## config.mk

```make
export PLATFORM = sky130hd
export DESIGN_NAME = seg_scan_ctrl_flat
export DESIGN_NICKNAME = d
export VERILOG_FILES = /design/src/rtl/seg_scan_if.sv /design/src/rtl/seg_scan_ctrl.sv /design/src/flat_wrapper.sv
export SDC_FILE = /design/constraint.sdc
export NUM_CORES = 1
export LEC_CHECK = 0
export BUFFER_PORTS_ARGS = -buffer_cell sky130_fd_sc_hd__buf_2
export CORE_MARGIN = 5
export CORE_UTILIZATION = 61
export CTS_BUF_LIST = sky130_fd_sc_hd__clkbuf_4
export CTS_CLUSTER_SIZE = 10
export DETAILED_ROUTE_END_ITERATION = 12
export PLACE_DENSITY_LB_ADDON = 0.08
export SLEW_MARGIN = 10
export SYNTH_ARGS = -nofsm -noshare
export SYNTH_HDL_FRONTEND = slang
export SYNTH_SLANG_ARGS = --single-unit
```

## constraint.sdc

```tcl
create_clock -name clk -period 4.47 [get_ports clk]
set_input_delay 0.2235 -clock clk [delete_from_list [all_inputs] [get_ports clk]]
set_output_delay 0.2235 -clock clk [all_outputs]
set_load 0.05 [all_outputs]
```

## src/rtl/seg_scan_if.sv

```systemverilog
`timescale 1ns/1ps
// Load handshake, display settings and multiplexed display bus of the
// segment scan controller. The pattern source is the master.
interface seg_scan_if #(
    parameter int DIGITS = 10
);
    logic [4*DIGITS-1:0] data_in;
    logic                load_req;
    logic                load_ack;
    logic                blank_lz;
    logic [3:0]          bright;
    logic [6:0]          seg_n;
    logic [DIGITS-1:0]   dig_n;
    logic                frame_start;

    modport master (
        output data_in, load_req, blank_lz, bright,
        input  load_ack, seg_n, dig_n, frame_start
    );

    modport slave (
        input  data_in, load_req, blank_lz, bright,
        output load_ack, seg_n, dig_n, frame_start
    );
endinterface

```

## src/rtl/seg_scan_ctrl.sv

```systemverilog
`timescale 1ns/1ps
// Time-multiplexed 7-segment scan controller: double-buffered display word
// swapped at frame boundaries, PWM brightness and leading-zero blanking.
module seg_scan_ctrl #(
    parameter int DIGITS  = 10,
    parameter int DIV_MAX = 49999
) (
    input  logic     clk,
    input  logic     rst_n,
    seg_scan_if.slave bus
);
    localparam int PW    = (DIV_MAX > 0) ? $clog2(DIV_MAX + 1) : 1;
    localparam int IW    = (DIGITS > 1) ? $clog2(DIGITS) : 1;
    localparam int NSLOT = 1 << IW;
    localparam logic [PW-1:0] PRE_LAST = PW'(DIV_MAX);
    localparam logic [IW-1:0] IDX_LAST = IW'(DIGITS - 1);

    logic [PW-1:0]          prescaler_reg;
    logic [IW-1:0]          idx_reg;
    logic [3:0]             pwm_reg;
    logic [4*DIGITS-1:0]    live_reg;
    logic [4*DIGITS-1:0]    pending_reg;
    logic                   pend_v_reg;
    logic                   req_d_reg;
    logic                   armed_reg;
    logic                   load_ack_reg;
    logic                   frame_start_reg;
    logic [6:0]             seg_n_reg;
    logic [DIGITS-1:0]      dig_n_reg;

    logic                   tick;
    logic                   wrap_tick;
    logic                   rise;
    logic                   en;
    logic [6:0]             seg_next;
    logic [DIGITS-1:0]      dig_next;
    logic [DIGITS-1:0]      dig_sel;
    logic [3:0]             live_dig  [NSLOT];
    logic                   blank_dig [NSLOT];

    function automatic logic [6:0] seg_decode(input logic [3:0] v);
        logic [6:0] s;
        case (v)
            4'h0: s = 7'h40;
            4'h1: s = 7'h79;
            4'h2: s = 7'h24;
            4'h3: s = 7'h30;
            4'h4: s = 7'h19;
            4'h5: s = 7'h12;
            4'h6: s = 7'h02;
            4'h7: s = 7'h78;
            4'h8: s = 7'h00;
            4'h9: s = 7'h10;
            4'hA: s = 7'h08;
            4'hB: s = 7'h03;
            4'hC: s = 7'h46;
            4'hD: s = 7'h21;
            4'hE: s = 7'h06;
            4'hF: s = 7'h0E;
        endcase
        return s;
    endfunction

    // Per-digit views of the live word; slots past DIGITS are never selected
    // but are tied off so idx can index the array without range trouble.
    generate
        for (genvar gi = 0; gi < NSLOT; gi++) begin : g_slot
            if (gi < DIGITS) begin : g_dig
                assign live_dig[gi] = live_reg[4*gi +: 4];
                assign dig_sel[gi]  = (idx_reg != IW'(gi));
                if (gi == 0) begin : g_lsd
                    assign blank_dig[gi] = 1'b0;
                end else begin : g_upper
                    assign blank_dig[gi] = bus.blank_lz & ~|live_reg[4*DIGITS-1:4*gi];
                end
            end else begin : g_pad
                assign live_dig[gi]  = 4'h0;
                assign blank_dig[gi] = 1'b1;
            end
        end
    endgenerate

    assign tick      = (prescaler_reg == PRE_LAST);
    assign wrap_tick = tick && (idx_reg == IDX_LAST);
    // armed_reg keeps a request held high across reset from counting as an edge.
    assign rise      = bus.load_req && !req_d_reg && armed_reg;

    always_comb begin
        en       = ((bus.bright == 4'hF) || (pwm_reg < bus.bright)) && !tick && !blank_dig[idx_reg];
        seg_next = 7'h7F;
        dig_next = '1;
        if (en) begin
            seg_next = seg_decode(live_dig[idx_reg]);
            dig_next = dig_sel;
        end
    end

    always_ff @(posedge clk or negedge rst_n) begin
        if (!rst_n) begin
            prescaler_reg   <= '0;
            idx_reg         <= '0;
            pwm_reg         <= 4'h0;
            live_reg        <= '0;
            pending_reg     <= '0;
            pend_v_reg      <= 1'b0;
            req_d_reg       <= 1'b0;
            armed_reg       <= 1'b0;
            load_ack_reg    <= 1'b0;
            frame_start_reg <= 1'b0;
            seg_n_reg       <= 7'h7F;
            dig_n_reg       <= '1;
        end else begin
            req_d_reg       <= bus.load_req;
            if (!bus.load_req) begin
                armed_reg <= 1'b1;
            end
            load_ack_reg    <= rise;
            frame_start_reg <= wrap_tick;

            if (tick) begin
                prescaler_reg <= '0;
                idx_reg       <= (idx_reg == IDX_LAST) ? '0 : idx_reg + IW'(1);
                pwm_reg       <= 4'h0;
            end else begin
                prescaler_reg <= prescaler_reg + PW'(1);
                if (pwm_reg != 4'hF) begin
                    pwm_reg <= pwm_reg + 4'd1;
                end
            end

            // Swap first so a coincident new capture lands in pending for next frame.
            if (wrap_tick && pend_v_reg) begin
                live_reg   <= pending_reg;
                pend_v_reg <= 1'b0;
            end
            if (rise) begin
                pending_reg <= bus.data_in;
                pend_v_reg  <= 1'b1;
            end

            seg_n_reg <= seg_next;
            dig_n_reg <= dig_next;
        end
    end

    assign bus.load_ack    = load_ack_reg;
    assign bus.frame_start = frame_start_reg;
    assign bus.seg_n       = seg_n_reg;
    assign bus.dig_n       = dig_n_reg;
endmodule
```

## src/flat_wrapper.sv

```systemverilog
// flat-port wrapper written by rule: the top's interface ports become plain ports
module seg_scan_ctrl_flat 
#(
    parameter int DIGITS  = 10,
    parameter int DIV_MAX = 49999
)
  (clk, rst_n, bus_data_in, bus_load_req, bus_blank_lz, bus_bright, bus_load_ack, bus_seg_n, bus_dig_n, bus_frame_start);
  seg_scan_if #(.DIGITS(DIGITS)) bus_i ();
  input  logic clk;
  input  logic rst_n;
  input wire logic [$bits(bus_i.data_in)-1:0] bus_data_in;
  input wire logic [$bits(bus_i.load_req)-1:0] bus_load_req;
  input wire logic [$bits(bus_i.blank_lz)-1:0] bus_blank_lz;
  input wire logic [$bits(bus_i.bright)-1:0] bus_bright;
  output wire logic [$bits(bus_i.load_ack)-1:0] bus_load_ack;
  output wire logic [$bits(bus_i.seg_n)-1:0] bus_seg_n;
  output wire logic [$bits(bus_i.dig_n)-1:0] bus_dig_n;
  output wire logic [$bits(bus_i.frame_start)-1:0] bus_frame_start;
  assign bus_i.data_in = bus_data_in;
  assign bus_i.load_req = bus_load_req;
  assign bus_i.blank_lz = bus_blank_lz;
  assign bus_i.bright = bus_bright;
  assign bus_load_ack = bus_i.load_ack;
  assign bus_seg_n = bus_i.seg_n;
  assign bus_dig_n = bus_i.dig_n;
  assign bus_frame_start = bus_i.frame_start;
  seg_scan_ctrl #(.DIGITS(DIGITS), .DIV_MAX(DIV_MAX)) u_core (.clk(clk), .rst_n(rst_n), .bus(bus_i));
endmodule
```

==> impl_metrics.ini <==
[die]
die_w_um = 106
die_area_um2 = 11200
die_h_um = 106
io_pins = 67
core_um2 = 9110
placement_rows = 35
initial_core_util_pct = 61.7

[synthesis]
syn_inst = 507
synth.top_cell.area_share_pct = 48.5
syn-mean-instance-area_um2 = 11.1
ys_types = 49
synth_seq_cells = 126
netlist_area_um2 = 5620
synth_edf_count = 0
ys_async_sr_fraction_pct = 100
synth_mux_area_share_pct = 13.3
yosysWarnings = 0
synth_compound_area_share_pct = 4.78
yosysTopAreaCell = dfrtp_1
syn_nets = 565
synth-xor-area-share_pct = 2.65
synth_area_leaders = dfrtp_1 (48%), nand2_1 (9.1%), mux2_2 (8.4%)
ys_seq_area_share_pct = 56.4
synth_fa_ha_area_share_pct = 2.22
synth_top_family_by_area = simple AND/OR/NAND/NOR gates
synth-simple-area-share_pct = 17.6
ys.flop_type = dfrtp_1

[critical_path]
critPathBufInv = 1
crit_slowest_cell = dfrtp_1
cp_top_family = flip-flops
r2r_setup_slack_ns = 1.63
critPathMaxStageDelay_ns = 0.89
worstPathRequired_ns = 4.90
cp.arrival_ns = 3.27
crit_type = reg2reg
crit_chain = mux4_2 -> a22oi_1 -> o21ai_0 -> inv_1 -> ha_1 -> mux2_2 -> nand2_1 -> o211ai_1
cp_max_fo = 25
crit_path_start_kind = flop
end_kind = flop

[global_route]
grt_pass1_vias = 4029
gr-usage-all-layers_pct = 21.8
grt_overflow = 0
grt_first_pass_wirelength_mm = 19.5
antenna_found_initial = 0
grt_start_max_net_pins = 71

[flow_run]
max-cap-violations = 0

[final_layout]
final_nets = 673
layout-drive-gt1-share_pct = 28.7
diodes = 0
fillers = 641
area_growth_pct = 19.8

[routing]
drc_errors = 0
wl_per_cell_um = 15.3
ant_nets = 0
vias = 4022
drt-total-wl_mm = 11.3
drtIter0Drc = 287
firstDrtPassIters = 4
via_per_inst = 5.44

[cts]
htreeDepth = 4
clock_latency_ns = 0.51
cts_tree = built
post_cts_buffers = 0
ctsResizeCount = 0
clk_pin_slew_ns = 0.12
ctsLongestPathBuffers = 2
numCtsBuffers = 17
root_buffer = clkbuf_4
cts_sinks = 126

[placed_design]
hpwlAfterDp_mm = 7.50
dpl_worst_slack_ns = 1.68
io_buffers = 66
place.gp.congestion = 0.834

[sta]
min_period_ns = 2.84
fin_setup_tns_ns = 0
setup_slack_ns = 1.63
rsz0062_at_grt = no
max_freq_ghz = 0.353
slew_headroom_pct = 29.0
fin_crit_sh_pct = 63.4
maxSlewViolCount = 0
setup_violations = 0
skew_ns = 0.0169
hold_viol_final = 0
tightest_slew_ns = 1.06

[power_and_ir_drop]
p_per_area_nw_per_um2 = 324
irDropWorstVdd_mv = 0.265
p_leak_nw = 3.26

[outcome]
outcome = finished clean

[hold_path]
holdCritPathClass = in2async
## synthesized netlist by cell type, types with 2 or more instances
library cell and count:
a31oi_1 3, o211ai_1 2, clkbuf_1 12, mux4_2 7
dfstp_2 17, nand2_1 136, nor3_1 6, buf_2 11
xor2_1 9, nor2b_1 5, ha_1 10, dfrtp_1 109
o211ai_2 2, a22oi_1 3, a21oi_1 4, nor2_1 19
nor4_2 2, mux2i_1 12, nand4_1 5, inv_1 14
nand2b_1 3, and2_1 5, nor4_1 8, xnor2_1 8
mux2_2 42, nand3_1 21, o21ai_0 7, o221ai_1 3
nor3b_1 2
## power by group
group	switching (mW)	internal [mW]	leakage [nW]
Combinational	0.103	0.0714	1.52
Sequential	0.0290	1.20	1.59
Clock	0.444	0.340	0.154
Total	0.576	1.61	3.26
## final timing paths
kind                                    startpoint                       end  depth (start not counted)
max reg2reg                      u_core.idx_reg[1]       u_core.bus.seg_n[6]                          8
max                              u_core.idx_reg[1]       u_core.bus.seg_n[6]                          8
min                                          rst_n  u_core.prescaler_reg[13]                          3
min reg2reg                u_core.prescaler_reg[0]   u_core.prescaler_reg[0]                          1
min in group clk                      bus_load_req          u_core.req_d_reg                          2
max in group asynchronous                    rst_n       u_core.live_reg[21]                          3
## routing by layer
metal	vias up	share of wire [%]	track usage, %
met5	-	0	0
li1	1941	-	-
met3	19	4.2	5.65
met2	106	50	35.7
met4	0	2.0	7.03
met1	1956	44	28.8
## metrics by stage
step	hold WS, ns	instances	utilization (%)	area, µm²	power [mW]
after floorplan	-0.0721	507	-	5620	1.32
after global placement	0.361	665	66.2	6030	1.39
after detailed placement	0.360	665	66.2	6030	1.39
after CTS	0.338	739	74.0	6740	2.21
after global routing	0.346	739	74.0	6740	2.29
final	0.380	739	74.0	6740	2.18
## final cells by class
class | instances | area [µm²] | area share [%]
Clock buffer | 17 | 128 | 1.89
Clock inverter | 15 | 160 | 2.38
Inverter | 14 | 52.6 | 0.780
Multi-Input combinational cell | 342 | 2290 | 33.9
Sequential cell | 126 | 3170 | 47.1
Tap cell | 111 | 139 | 2.06
Timing Repair Buffer | 114 | 798 | 11.8
## what timing repair did
action	CTS	global route
hold buffers	42	0
setup endpoints to repair	0	0
endpoints found under the hold margin	151	0
## cells by family after synthesis
logic type	count (synthesis)
buffers and inverters	39
XOR/XNOR	17
multiplexers	61
AO/OA/AOI/OAI	34
AND/OR/NAND/NOR	220
adder cells (fa/ha/maj)	10
flip-flops	126
## worst min-delay path: stages
cell           delay (ns)
dlygate4sd3_1        0.52
buf_4                0.10
buf_4                0.53
## layout by cell type (no fill, tap or decap), types with 2 or more instances in the layout
cell type	n
clkinvlp_4	2
nor3_1	6
o211ai_1	2
nor2_1	19
nor4_1	8
xnor2_1	8
dfstp_2	17
nand3_1	20
ha_1	10
dfrtp_1	109
mux2_2	42
clkinv_2	3
nand2b_1	3
inv_1	13
o221ai_1	3
dlygate4sd3_1	42
buf_4	7
clkbuf_4	17
a21oi_1	4
mux2i_1	12
nor4_2	2
nor2b_1	5
a22oi_1	3
mux4_2	7
o211ai_2	2
buf_2	65
and2_1	5
clkinv_4	3
o21ai_0	7
nand2_1	136
xor2_1	9
a31oi_1	3
inv_6	5
bufinv_16	2
nor3b_1	2
nand4_1	5
(Power assumes the default switching activity.)
